## src/rtl/proc_timers_pkg.sv

```systemverilog
// proc_timers_pkg: shared constants for the process timer bank.
// Control op bit positions, read register codes, write-word field positions.
package proc_timers_pkg;

    // ctrl op bit indices (data_in[7:0])
    localparam int CTRL_TCLR  = 0;  // clear all ticker counters
    localparam int CTRL_PER   = 1;  // load ticker period
    localparam int CTRL_BIND  = 2;  // bind timer to ticker
    localparam int CTRL_CLR   = 3;  // clear ready/overrun
    localparam int CTRL_EN    = 4;  // enable timer
    localparam int CTRL_DIS   = 5;  // disable timer
    localparam int CTRL_FORCE = 6;  // force ready
    localparam int CTRL_BANK  = 7;  // select read bank

    // read register select codes
    localparam logic [1:0] RD_READY = 2'd0;
    localparam logic [1:0] RD_OVR   = 2'd1;
    localparam logic [1:0] RD_EN    = 2'd2;
    localparam logic [1:0] RD_CAP   = 2'd3;

    // write word field positions
    localparam int CTRL_LSB  = 0;
    localparam int WHICH_LSB = 8;
    localparam int DATA_LSB  = 16;

    // bind data bits
    localparam int BIND_ONESHOT = 15;
    localparam int BIND_IRQEN   = 14;

    localparam int TSEL_W = 4;
    localparam int BANK_W = 3;

endpackage

```

## src/rtl/proc_timer_cell.sv

```systemverilog
// proc_timer_cell: one process timer (ticker select, mode, enable, ready,
// sticky overrun). irqen storage exists only with PROC_TIMERS_IRQ_EN.
module proc_timer_cell
    import proc_timers_pkg::*;
#(
    parameter int NUM_TICKERS = 8
) (
    input  logic                         clk,
    input  logic                         rst_n,
    input  logic [NUM_TICKERS-1:0]       expire,
    input  logic                         sel,
    input  logic [CTRL_FORCE:CTRL_BIND]  ops,
    input  logic [TSEL_W-1:0]            bind_tsel,
    input  logic                         bind_oneshot,
`ifdef PROC_TIMERS_IRQ_EN
    input  logic                         bind_irqen,
    output logic                         irq_req,
`endif
    output logic                         en,
    output logic                         ready,
    output logic                         overrun
);

    logic [TSEL_W-1:0]      tsel;
    logic                   oneshot;
    logic [2**TSEL_W-1:0]   exp_pad;
    logic                   hit;
    logic                   en_wr;

    // expiry of the bound ticker, and enable state as it stands after a write
    always_comb begin
        exp_pad                  = '0;
        exp_pad[NUM_TICKERS-1:0] = expire;
        hit   = en & exp_pad[tsel];
        en_wr = (en | ops[CTRL_BIND] | ops[CTRL_EN]) & ~ops[CTRL_DIS];
    end

`ifdef PROC_TIMERS_IRQ_EN
    logic irqen;

    // interrupt enable latched on bind
    always_ff @(posedge clk or negedge rst_n) begin
        if (!rst_n)
            irqen <= 1'b0;
        else if (sel && ops[CTRL_BIND])
            irqen <= bind_irqen;
    end

    assign irq_req = ready & irqen;
`endif

    // bus write takes priority over a coincident expiry, which is dropped
    always_ff @(posedge clk or negedge rst_n) begin
        if (!rst_n) begin
            tsel    <= '0;
            oneshot <= 1'b0;
            en      <= 1'b0;
            ready   <= 1'b0;
            overrun <= 1'b0;
        end else if (sel) begin
            if (ops[CTRL_BIND]) begin
                tsel    <= bind_tsel & TSEL_W'(NUM_TICKERS - 1);
                oneshot <= bind_oneshot;
            end
            en <= en_wr;
            if (ops[CTRL_BIND] || ops[CTRL_CLR]) begin
                ready   <= 1'b0;
                overrun <= 1'b0;
            end
            if (ops[CTRL_FORCE] && en_wr)
                ready <= 1'b1;
        end else if (hit) begin
            ready <= 1'b1;
            if (ready)
                overrun <= 1'b1;
            if (oneshot)
                en <= 1'b0;
        end
    end

endmodule

```

## src/rtl/proc_timers_gen.sv

```systemverilog
// proc_timers_gen: bank of NUM_TIMERS periodic/one-shot process timers fed
// by NUM_TICKERS shared tick dividers; zero-wait-state IO bus slave.
// Optional masked level interrupt enabled by defining PROC_TIMERS_IRQ_EN.
module proc_timers_gen
    import proc_timers_pkg::*;
#(
    parameter int NUM_TIMERS  = 32,
    parameter int NUM_TICKERS = 8,
    parameter int PERIOD_W    = 16
) (
    input  logic        clk,
    input  logic        rst_n,
    input  logic        stb,
    input  logic        we,
    input  logic [1:0]  addr,
    input  logic        tick,
    input  logic [31:0] data_in,
    output logic [31:0] data_out,
    output logic        ack,
    output logic        irq
);

    logic                   wr;
    logic [7:0]             ctrl;
    logic [7:0]             which;
    logic [15:0]            wdata;
    logic                   tkr_ok;
    logic [BANK_W-1:0]      bank;

    assign wr     = stb & we;
    assign ctrl   = data_in[CTRL_LSB +: 8];
    assign which  = data_in[WHICH_LSB +: 8];
    assign wdata  = data_in[DATA_LSB +: 16];
    assign tkr_ok = 32'(which) < NUM_TICKERS;
    assign ack    = stb;

    // ---------------- tickers ----------------
    logic [NUM_TICKERS-1:0][PERIOD_W-1:0] period;
    logic [NUM_TICKERS-1:0][PERIOD_W-1:0] cnt;
    logic [NUM_TICKERS-1:0]               tclr;
    logic [NUM_TICKERS-1:0]               per_wr;
    logic [NUM_TICKERS-1:0]               expire;

    for (genvar i = 0; i < NUM_TICKERS; i++) begin : g_tkr
        assign per_wr[i] = wr & tkr_ok & ctrl[CTRL_PER] & (which == 8'(i));
        assign tclr[i]   = (wr & tkr_ok & ctrl[CTRL_TCLR]) | per_wr[i];
        // a counter clear on the same edge suppresses the expiry
        assign expire[i] = tick & ~tclr[i] & (period[i] != '0)
                         & (cnt[i] == period[i] - PERIOD_W'(1));

        // period load and tick counting; wraps to 0 on expiry
        always_ff @(posedge clk or negedge rst_n) begin
            if (!rst_n) begin
                period[i] <= '0;
                cnt[i]    <= '0;
            end else begin
                if (per_wr[i])
                    period[i] <= wdata[PERIOD_W-1:0];
                if (tclr[i] || expire[i])
                    cnt[i] <= '0;
                else if (tick && period[i] != '0)
                    cnt[i] <= cnt[i] + PERIOD_W'(1);
            end
        end
    end

    // ---------------- timers ----------------
    logic [NUM_TIMERS-1:0] en_v, rdy_v, ovr_v, tmr_sel;
`ifdef PROC_TIMERS_IRQ_EN
    logic [NUM_TIMERS-1:0] irq_v;
`endif

    for (genvar i = 0; i < NUM_TIMERS; i++) begin : g_tmr
        assign tmr_sel[i] = wr & (which == 8'(i)) & (|ctrl[CTRL_FORCE:CTRL_BIND]);

        proc_timer_cell #(
            .NUM_TICKERS (NUM_TICKERS)
        ) u_cell (
            .clk          (clk),
            .rst_n        (rst_n),
            .expire       (expire),
            .sel          (tmr_sel[i]),
            .ops          (ctrl[CTRL_FORCE:CTRL_BIND]),
            .bind_tsel    (wdata[TSEL_W-1:0]),
            .bind_oneshot (wdata[BIND_ONESHOT]),
`ifdef PROC_TIMERS_IRQ_EN
            .bind_irqen   (wdata[BIND_IRQEN]),
            .irq_req      (irq_v[i]),
`endif
            .en           (en_v[i]),
            .ready        (rdy_v[i]),
            .overrun      (ovr_v[i])
        );
    end

    // read bank select
    always_ff @(posedge clk or negedge rst_n) begin
        if (!rst_n)
            bank <= '0;
        else if (wr && ctrl[CTRL_BANK])
            bank <= wdata[BANK_W-1:0];
    end

`ifdef PROC_TIMERS_IRQ_EN
    // level interrupt: any ready timer with its interrupt enabled
    always_ff @(posedge clk or negedge rst_n) begin
        if (!rst_n)
            irq <= 1'b0;
        else
            irq <= |irq_v;
    end
`else
    assign irq = 1'b0;
`endif

    // ---------------- read-back ----------------
    logic [255:0] rdy_pad, ovr_pad, en_pad;
    logic [7:0]   base;

    // zero-extend status vectors to the full 8-bank space and select window
    always_comb begin
        rdy_pad = '0;
        ovr_pad = '0;
        en_pad  = '0;
        rdy_pad[NUM_TIMERS-1:0] = rdy_v;
        ovr_pad[NUM_TIMERS-1:0] = ovr_v;
        en_pad[NUM_TIMERS-1:0]  = en_v;
        base     = {bank, 5'd0};
        data_out = '0;
        if (rst_n && stb && !we) begin
            case (addr)
                RD_READY: data_out = rdy_pad[base +: 32];
                RD_OVR:   data_out = ovr_pad[base +: 32];
                RD_EN:    data_out = en_pad[base +: 32];
                RD_CAP:   data_out = {8'd0, 8'(NUM_TICKERS), 8'(NUM_TIMERS), 5'd0, bank};
                default:  data_out = '0;
            endcase
        end
    end

endmodule

```

## config.mk

```make
export PLATFORM = sky130hd
export DESIGN_NAME = proc_timers_gen
export DESIGN_NICKNAME = d
export VERILOG_FILES = /design/src/rtl/proc_timers_pkg.sv /design/src/rtl/proc_timer_cell.sv /design/src/rtl/proc_timers_gen.sv
export SDC_FILE = /design/constraint.sdc
export NUM_CORES = 1
export LEC_CHECK = 0
export ABC_AREA = 1
export CORE_UTILIZATION = 64
export CTS_CLUSTER_SIZE = 16
export DETAILED_ROUTE_END_ITERATION = 6
export GPL_TIMING_DRIVEN = 0
export PLACE_DENSITY = 0.78
export SETUP_SLACK_MARGIN = 0.1
export SLEW_MARGIN = 40
export SYNTH_ARGS = -nofsm -noshare
export SYNTH_HDL_FRONTEND = slang
export SYNTH_HIERARCHICAL = 1
export SYNTH_SLANG_ARGS = --single-unit
```

## constraint.sdc

```tcl
create_clock -name clk -period 4.35 [get_ports clk]
set_input_delay 0.87 -clock clk [delete_from_list [all_inputs] [get_ports clk]]
set_output_delay 0.87 -clock clk [all_outputs]
set_load 0.01 [all_outputs]
```

# ---- After elaboration in Yosys (flattened, before gate mapping)
# Index checks and enable logic that the tools add are counted.
dict set report word_totals {
  regBits 483
  latchBits 0
  ram_bits 0
  mem_bits_ro 0
  in_bits 39
  output_inout_bits 34
  elab_cells 1247
  mem_count 0
}
dict set report op_classes {
  addsub 16
  n_mul 0
  n_div 0
  order_cmp 33
  eq_ne 106
  n_shift 3
  n_mux 371
  bitwise_logic 245
  reduce_logical 296
}
# cell n
set op_table {}
lappend op_table {{$shiftx 256x9->32} 3}
lappend op_table {{$mux 1} 321}
lappend op_table {{$mux 16} 16}
lappend op_table {{$reduce_bool 2->1} 104}
lappend op_table {{$reduce_and 2->1} 96}
lappend op_table {{$and 1x1->1} 164}
lappend op_table {{$lt 3x5->1 const B} 32}
lappend op_table {{$add 16x1->16 const B} 8}
lappend op_table {{$eq 16x16->1} 8}
lappend op_table {{$eq 8x5->1 const B} 16}
lappend op_table {{$pmux 32 s4} 1}
lappend op_table {{$reduce_bool 16->1} 8}
lappend op_table {{$sub 16x1->16 const B} 8}
lappend op_table {{$bmux 1 s3} 32}
lappend op_table {{$ne 3x3->1 const B} 32}
lappend op_table {{$reduce_and 3->1} 32}
lappend op_table {{$or 1x1->1} 72}
lappend op_table {{$eq 8x4->1 const B} 8}
lappend op_table {{$ne 2x2->1 const B} 32}
lappend op_table {{$logic_and 1x1->1} 43}
lappend op_table {{$eq 8x3->1 const B} 4}
lappend op_table {{$mux 32} 1}
lappend op_table {{$eq 8x2->1 const B} 2}
lappend op_table {{$logic_or 1x1->1} 9}
lappend op_table {{other kinds (9)} 18}

# ---- Longest topological paths before layout
# Gate-level depths: netlist (run 1).
dict set report logic_depth {
  word_depth 14
  mapped_depth 19
  ltp_nobuf 19
}

# ---- Cells and area by module
# The synthesis (run 1) kept the hierarchy.
# module n_inst cells_each area_each_um2 seq_area_each_um2
set by_module_without_submodules {}
lappend by_module_without_submodules {proc_timers_gen 1 2710 18491.5 6481.2}
lappend by_module_without_submodules {proc_timer_cell 32 61 421.7 175.2}

# ---- Worst setup path before layout (run 1)
# No wires, ideal clock.
dict set report synth_path {
  path_type {input-to-reg}
  startpoint {input port tick}
  endpoint {register g_tmr[10].u_cell.en}
  setup_ns 0.120
  arrival_ns 3.962
  required_time_ns 4.230
  path_slack_ns 0.268
  stages 15
  path_buffers 2
  path_cell_list {buf_2 buf_2 nand2_1 inv_1 nand2_1 nor2_1 nand2_1 nor3_1 inv_1 nand2_1 nand3_1 nand3_2 nand3_2 o21ai_1 nand2_1}
}
dict set report synth_via {
  elab_chain_cells 8
  word_cells_on_any_way 29
  cone_classes {mux: 2; bitwise: 25; reduce/logical: 2}
}
# element line_no
set synth_lines {}
lappend synth_lines {{from (decl)} proc_timers_gen.sv:16} ;# input logic tick,
lappend synth_lines {{$and 1x1->1 (2 in series)} proc_timers_gen.sv:48} ;# assign expire[i] = tick & ~tclr[i] & (period[i] != '0)
lappend synth_lines {{$and 1x1->1} proc_timers_gen.sv:49} ;# & (cnt[i] == period[i] - PERIOD_W'(1));
lappend synth_lines {{via expire[6]} proc_timers_gen.sv:42} ;# logic [NUM_TICKERS-1:0] expire;
lappend synth_lines {{$bmux 1 s3} proc_timer_cell.sv:34} ;# hit = en & exp_pad[tsel];
lappend synth_lines {{$mux 1 (implied by the code)} proc_timer_cell.sv:34}
lappend synth_lines {{$and 1x1->1} proc_timer_cell.sv:34}
lappend synth_lines {{$reduce_bool 2->1 (no line)} n/a}
lappend synth_lines {{$reduce_and 2->1 (no line)} n/a}
lappend synth_lines {{to (signal assigned)} proc_timer_cell.sv:65} ;# en <= en_wr;
lappend synth_lines {{to (decl)} proc_timer_cell.sv:19} ;# output logic en,
# The timed path passes the listed nets, and every way through them passes these cells. The select of a mux whose other input is x is not followed.
# A chain may end at the register's enable or synchronous reset.

# ---- Final worst setup path (run 1)
dict set report layout_path {
  startpoint {input port addr[0]}
  endpoint {output port data_out[19]}
}
dict set report layout_via {
  elab_chain_cells 3
  word_cells_on_any_way 6
  cone_classes {eq/ne: 3; mux: 2; reduce/logical: 1}
}
# element line_no
set layout_lines {}
lappend layout_lines {{from (decl)} proc_timers_gen.sv:15} ;# input logic [1:0] addr,
lappend layout_lines {{$eq 2x2->1, or another cell as far along} proc_timers_gen.sv:131} ;# case (addr)
lappend layout_lines {{$pmux 32 s4 (*)} proc_timers_gen.sv:131}
lappend layout_lines {{$mux 32 (*)} proc_timers_gen.sv:130} ;# if (rst_n && stb && !we) begin
lappend layout_lines {{to (decl)} proc_timers_gen.sv:18} ;# output logic [31:0] data_out,
# Every way passes the cells marked *; elsewhere a longest branch is shown, timed or not.

==> results of run 1 <==
==> metrics by stage <==
| stage | util | cell area, µm² | total power, W |
|---|---|---|---|
| final | 0.732 | 36000 | 0.0126 |
| after detailed placement | 0.693 | 34100 | 0.00783 |
| after CTS | 0.731 | 36000 | 0.0126 |
| after global placement | 0.682 | 33500 | 0.00776 |
| after global routing | 0.732 | 36000 | 0.0132 |
| after floorplan | - | 32000 | 0.00710 |
==> timing repair <==
action,in CTS,in global routing
hold endpoints to repair,0,0
buffers inserted,0,1
resized for setup,14,12
gates cloned,0,1
endpoints found under the setup margin,30,24
hold buffers,0,0
==> metal layers <==
metal / part of all wire / routed length [µm]
met5: 0.00015 / 13
met4: 0.035 / 3150
met1: 0.43 / 38400
met3: 0.074 / 6620
met2: 0.46 / 40800
==> layout by cell type, fill, tap and decap left out, types with 6 or more instances in the layout <==
master / n
sky130_fd_sc_hd__inv_1: 738
sky130_fd_sc_hd__clkbuf_8: 14
sky130_fd_sc_hd__nor3_1: 39
sky130_fd_sc_hd__nand2_2: 17
sky130_fd_sc_hd__a31oi_1: 65
sky130_fd_sc_hd__dfrtp_1: 483
sky130_fd_sc_hd__buf_4: 21
sky130_fd_sc_hd__nand3b_1: 27
sky130_fd_sc_hd__clkbuf_2: 12
sky130_fd_sc_hd__xor2_1: 156
sky130_fd_sc_hd__nand2_1: 1209
sky130_fd_sc_hd__buf_2: 19
sky130_fd_sc_hd__o21bai_1: 6
sky130_fd_sc_hd__ha_1: 27
sky130_fd_sc_hd__a22oi_1: 33
sky130_fd_sc_hd__nor3b_1: 6
sky130_fd_sc_hd__nand3_2: 111
sky130_fd_sc_hd__xnor2_1: 81
sky130_fd_sc_hd__clkdlybuf4s50_1: 59
sky130_fd_sc_hd__nor2_1: 698
sky130_fd_sc_hd__or2_2: 10
sky130_fd_sc_hd__clkbuf_1: 40
sky130_fd_sc_hd__a22o_1: 28
sky130_fd_sc_hd__nor2_2: 25
sky130_fd_sc_hd__o21ai_0: 165
sky130_fd_sc_hd__nand4_1: 76
sky130_fd_sc_hd__clkbuf_16: 58
sky130_fd_sc_hd__a21oi_1: 247
sky130_fd_sc_hd__nand3_1: 227
sky130_fd_sc_hd__buf_16: 13
sky130_fd_sc_hd__o21ai_1: 32
sky130_fd_sc_hd__o211ai_1: 7
sky130_fd_sc_hd__buf_6: 6
sky130_fd_sc_hd__inv_2: 36
sky130_fd_sc_hd__nor2_4: 8
==> layout make-up <==
type | instances | area [µm²] | share of cell area
multi-input combinational | 3345 | 16800 | 0.465
tap | 664 | 831 | 0.0231
sequential | 483 | 12100 | 0.336
clock inverter | 10 | 180 | 0.00500
buffer | 54 | 285 | 0.00792
inverter | 780 | 2940 | 0.0816
timing repair buffer | 110 | 1250 | 0.0349
clock buffer | 84 | 1670 | 0.0463
==> path summary, 6_finish.rpt <==
check | start | slack, ns | end
min reg2reg | period[1] | 0.50 | period[1]
max in group asynchronous | rst_n | 3.24 | g_tmr[15].u_cell/tsel[1]
max | addr[0] | 0.18 | data_out[19]
max reg2reg | period[96] | 0.65 | g_tmr[9].u_cell/en
min in group clk | period[1] | 0.50 | period[1]
min | rst_n | 0.09 | cnt[17]
==> registers in the layout, summed over array words and instances (netlist names) <==
name,count
cnt,128
period,128
bank,3
g_tmr.u_cell/oneshot,32
g_tmr.u_cell/ready,32
g_tmr.u_cell/en,32
g_tmr.u_cell/tsel,96
g_tmr.u_cell/overrun,32
==> worst max-delay path: cells and delay by family <==
kind | cells | cell delay [ns]
adder cells (fa/ha/maj) | 1 | 0.38
buffers and inverters | 5 | 1.64
AO/OA/AOI/OAI | 2 | 0.42
==> power by group <==
group          internal [W]  total, W  switching (W)  leakage [nW]
Combinational      0.000882   0.00227        0.00139          12.6
Clock               0.00290   0.00479        0.00189         0.901
Sequential          0.00499   0.00555       0.000564          5.55
==> cell families (layout without fill, tap and decap cells) <==
family | after synthesis | count (layout)
other cells | 1 | 1
flops | 483 | 483
buf+inv | 834 | 1038
xor+xnor | 237 | 237
simple gates | 2479 | 2479
compound gates | 601 | 601
fa+ha+maj | 27 | 27
==> results.cfg, run 1 <==
[global_route]
grt_first_pass_wirelength_mm = 142
number_of_global_route_vias_before_repair = 28500
top_usage_layer = met2
groute.layer.met1.usage = 0.481
grt_overflow_total = 0
total_routing_usage_reported_by_global_routing = 0.352
fraction_of_met3_tracks_used_by_global_routing = 0.0462
grt_use_met2 = 0.567
antenna_violations_before_repair = 3
grt_max_degree = 77

[sta]
finalMaxSlewViolations = 0
period_share = 0.959
final.setup_skew_ns = 0.0149
peak_clock_frequency_supported_by_timing_mhz = 240
finalSetupTns_ns = 0
slew_headroom = 0.486
report.final.setup_viol = 0
fin_worst_hold_slack_ns = 0.0921
fin_ws_ns = 0.178
rsz0062_at_grt = false
finalCriticalPeriod_ns = 4.17
finalHoldViolations = 0
tightestPinTransition_ns = 0.770

[yosys]
combinational_family_with_the_most_area_after_synthesis = simple AND/OR/NAND/NOR gates
synth_top_area_cell = sky130_fd_sc_hd__dfrtp_1
synth_seq_area_share = 0.378
synth_mux_area_frac = 0
simple_gate_portion_of_the_synthesized_area = 0.341
synthFlopType = sky130_fd_sc_hd__dfrtp_1
synth_cell_types = 54
post-synth-top-count-cell = sky130_fd_sc_hd__nand2_1
cell_types_with_the_largest_area_share_after_synthesis = sky130_fd_sc_hd__dfrtp_1 38%, sky130_fd_sc_hd__nand2_1 14%, sky130_fd_sc_hd__inv_1 8.7%, sky130_fd_sc_hd__nor2_1 8.2%, sky130_fd_sc_hd__xor2_1 4.3%
synth_enable_flop_cells = 0
synthCells = 4662
total_standard_cell_area_after_synthesis_um2 = 32000
yosys_warnings = 6
async_set_or_reset_register_ratio_after_synthesis = 1.00
synth_seq_cells = 483
post_synth_fa_ha_maj_area_fraction = 0.0106
synthesis.nets = 4728
post_synth_xor_area_fraction = 0.0649
synth_top_area_share = 0.378
synth.cells.most_frequent = 1209 x sky130_fd_sc_hd__nand2_1, 739 x sky130_fd_sc_hd__inv_1, 701 x sky130_fd_sc_hd__nor2_1
synthesis.area_per_instance_um2 = 6.86
synth-compound-area-share = 0.106

[route]
drcViolationCount = 6
route.vias.total = 30700
avgRoutedWirePerCell_um = 16.1
drtAntennaViolNets = 0
firstDrtPassIters = 7
route.detailed.vias_per_inst = 5.56
dr.first_iter.drc_count = 2607
drt-total-wl_mm = 89.1

[layout]
fill_cells = 4057
area_growth_pct = 12.6
antennaDiodeCount = 0
fin_cells = 5530
nets = 4894
drive_above_1_share = 0.0783

[worst_setup_path]
arrival_ns = 3.30
critical_path_peak_fanout = 10
timing.critical_path.required_ns = 3.48
cp_cell_sequence = clkdlybuf4s50_1 > inv_1 > ha_1 > inv_1 > clkbuf_4 > o211ai_1 > a21oi_1 > clkdlybuf4s50_1
critical_path.endpoint_type = output pin
critical_path.max_stage_delay_ns = 0.59
worst-r2r-cell-count = 21
criticalPathCategory = primary input to output pin
critical_path_cell_with_the_highest_stage_delay = sky130_fd_sc_hd__clkdlybuf4s50_1
start_kind = primary input

[cts]
clock_latency_at_the_later_pin_of_the_worst_skew_pair_ns = 0.61
cts_root_buffer = sky130_fd_sc_hd__clkbuf_16
clock-sinks = 483
tritoncts_clock_tree = done
cts_max_path_buffers = 3
cts-htree-levels = 2
clk_pin_slew_ns = 0.06
numCtsBuffers = 54

[die]
count_of_boundary_i_o_pins = 73
die_h_um = 226
design.die.area_um2 = 50900
coreArea_um2 = 49200
std_cell_rows = 81
fp.dieW_um = 226
initial_utilization = 0.651

[power]
total_power_density_per_cell_area_nw_per_um2 = 350
static-leakage-power_nw = 19.0
vdd_drop_max_v = 0.000320

[job]
maxCapViolCount = 0

[min_path]
hold_path_class = primary input to asynchronous set/reset pin

[placed_design]
dpl.cell_count = 5434
dp_slack_ns = -0.529
place.gp.congestion = 0.932
detailedPlacementHpwl_mm = 61.7
numPortBuffers = 69

[status]
violations_in_the_final_reports = DRC
outcome = finished, violations left
Power figures use the tool's default switching activity.
==> run 2, diff against run 1 <==
- GPL_TIMING_DRIVEN: 0 -> 1
==> run 2 against run 1 <==
  * The flow now finishes without violations
  * Sequential power rose by 0.7%
  * Non-clock buffer count shrank 47
  * Final area decreased by 1.0%
  * Sequential share of layout area rose by 0.34 points
  * Highest routed layer is now met4
  * First-iteration DRC count rose by 1.5%
  * Maximum frequency grew 6.1%
==> results.cfg, run 2 (synthesized netlist as in run 1, its figures left out) <==
[worst_setup_path]
arrival_ns = 3.06
critical_path.endpoint_type = output pin
cp-startpoint = addr[0]
critical_path_peak_fanout = 12
criticalPathCategory = primary input to output pin
start_kind = primary input
worstReg2RegStart = period[32]
timing.critical_path.required_ns = 3.48

[global_route]
number_of_global_route_vias_before_repair = 28300
grt_max_degree = 131
total_routing_usage_reported_by_global_routing = 0.353
grt_overflow_total = 0
grt_first_pass_wirelength_mm = 143
antenna_violations_before_repair = 1

[sta]
finalCriticalPeriod_ns = 3.93
slew_headroom = 0.471
final.setup_skew_ns = 0.0194
period_share = 0.904
finalHoldViolations = 0
peak_clock_frequency_supported_by_timing_mhz = 254
rsz0062_at_grt = false
finalSetupTns_ns = 0
tightestPinTransition_ns = 0.793
report.final.setup_viol = 0
finalMaxSlewViolations = 0

[layout]
nets = 4848
multi_input_area_um2 = 16800
fin_cells = 5493
layout_commonest_cell = sky130_fd_sc_hd__nand2_1
finalCoreUtilization = 0.725
area_growth_pct = 11.4
fill_cells = 4130
layout_top_registers = cnt (128), period (128), g_tmr.u_cell/tsel (96)
most-common-layout-cells = 1209 x sky130_fd_sc_hd__nand2_1, 739 x sky130_fd_sc_hd__inv_1, 698 x sky130_fd_sc_hd__nor2_1
seqCellArea_um2 = 12100
drive_above_1_share = 0.0762

[die]
count_of_boundary_i_o_pins = 73
fp.dieW_um = 226
initial_utilization = 0.651
design.die.area_um2 = 50900
coreArea_um2 = 49200
std_cell_rows = 81
die_h_um = 226

[power]
seq_power_share = 0.446
swShare = 0.314
p_int_w = 0.00860
switchingPower_w = 0.00394
static-leakage-power_nw = 18.8
combPwrFrac = 0.180
total_power_density_per_cell_area_nw_per_um2 = 352
vdd_drop_max_v = 0.000410
power_frac_clock = 0.374

[route]
route.detailed.vias_per_inst = 5.52
drcViolationCount = 0
drt-total-wl_mm = 88.2
route.vias.total = 30300
firstDrtPassIters = 6
avgRoutedWirePerCell_um = 16.1
dr.first_iter.drc_count = 2647
drtAntennaViolNets = 0

[cts]
cts-htree-levels = 2
clk_pin_slew_ns = 0.06
clock-sinks = 483
cts_root_buffer = sky130_fd_sc_hd__clkbuf_16
postCtsHoldBufs = 0
tritoncts_clock_tree = done
cts_max_path_buffers = 3
numCtsBuffers = 55
post-cts-setup-buffer-count = 0
clock_latency_at_the_later_pin_of_the_worst_skew_pair_ns = 0.62
cts_resized = 0

[job]
maxCapViolCount = 0

[min_path]
hold_path_class = primary input to asynchronous set/reset pin

[placed_design]
dpl.cell_count = 5389
numPortBuffers = 71
place.gp.congestion = 0.955
detailedPlacementHpwl_mm = 58.8

[status]
outcome = complete, no violations
[run 2: cell count changes in the layout (fill, tap and decap cells not counted), sizes merged]
cell,before,now
buf,63,56
bufinv,5,4
clkbuf,126,76
clkdlybuf4s50,59,61
clkinv,6,18
diode,0,2
inv,776,781
[run 2: path summary, 6_finish.rpt]
kind                                       endpoint  slack [ns]  cells after the start
max                                     data_out[1]        0.42                      8
max in group asynchronous  g_tmr[15].u_cell/tsel[2]        2.66                      3
min                                        cnt[110]        0.09                      1
min in group clk                        period[112]        0.49                      2
min reg2reg                             period[112]        0.49                      2
max reg2reg                      g_tmr[0].u_cell/en        1.34                     18
[run 2: layer usage]
metal	vias up	wire (µm)	track usage
met3	228	6970	0.0454
li1	14900	-	-
met1	14100	38000	0.485
met2	1100	40100	0.566
met5	-	0	0
met4	0	3020	0.139
[run 2: area by class of cell]
type,count,area share
Clock inverter,26,0.00751
Sequential cell,483,0.339
Inverter,780,0.0822
Antenna cell,2,0.000140
Timing Repair Buffer,117,0.0337
Tap cell,664,0.0233
Clock buffer,76,0.0436
Multi-Input combinational cell,3345,0.470
[run 2: worst max-delay path, stage by stage]
cell and delay, ns:
sky130_fd_sc_hd__clkdlybuf4s50_1 0.53, sky130_fd_sc_hd__inv_1 0.07, sky130_fd_sc_hd__ha_2 0.36, sky130_fd_sc_hd__buf_4 0.22, sky130_fd_sc_hd__a221o_1 0.14, sky130_fd_sc_hd__o2111ai_1 0.11, sky130_fd_sc_hd__a21oi_1 0.19, sky130_fd_sc_hd__clkdlybuf4s50_1 0.58
[run 2: power by group through the flow]
stage | clock network [W] | registers (W) | logic, W
detailed placement | 0 | 0.00564 | 0.00223
CTS | 0.00476 | 0.00557 | 0.00224
global placement | 0 | 0.00565 | 0.00216
global route | 0.00491 | 0.00565 | 0.00258
finish | 0.00469 | 0.00559 | 0.00226
floorplan | 0 | 0.00547 | 0.00164
[run 2: stage by stage]
step	hold WS (ns)	setup slack [ns]	cell area, µm²	total power (W)
3_3_place_gp	0.469	0.501	33800	0.00781
6_report	0.0925	0.417	35600	0.0125
5_1_grt	0.0865	0.310	35600	0.0132
4_1_cts	0.0656	0.442	35600	0.0126
3_5_place_dp	0.476	0.462	33800	0.00787
2_1_floorplan	0.453	0.268	32000	0.00710
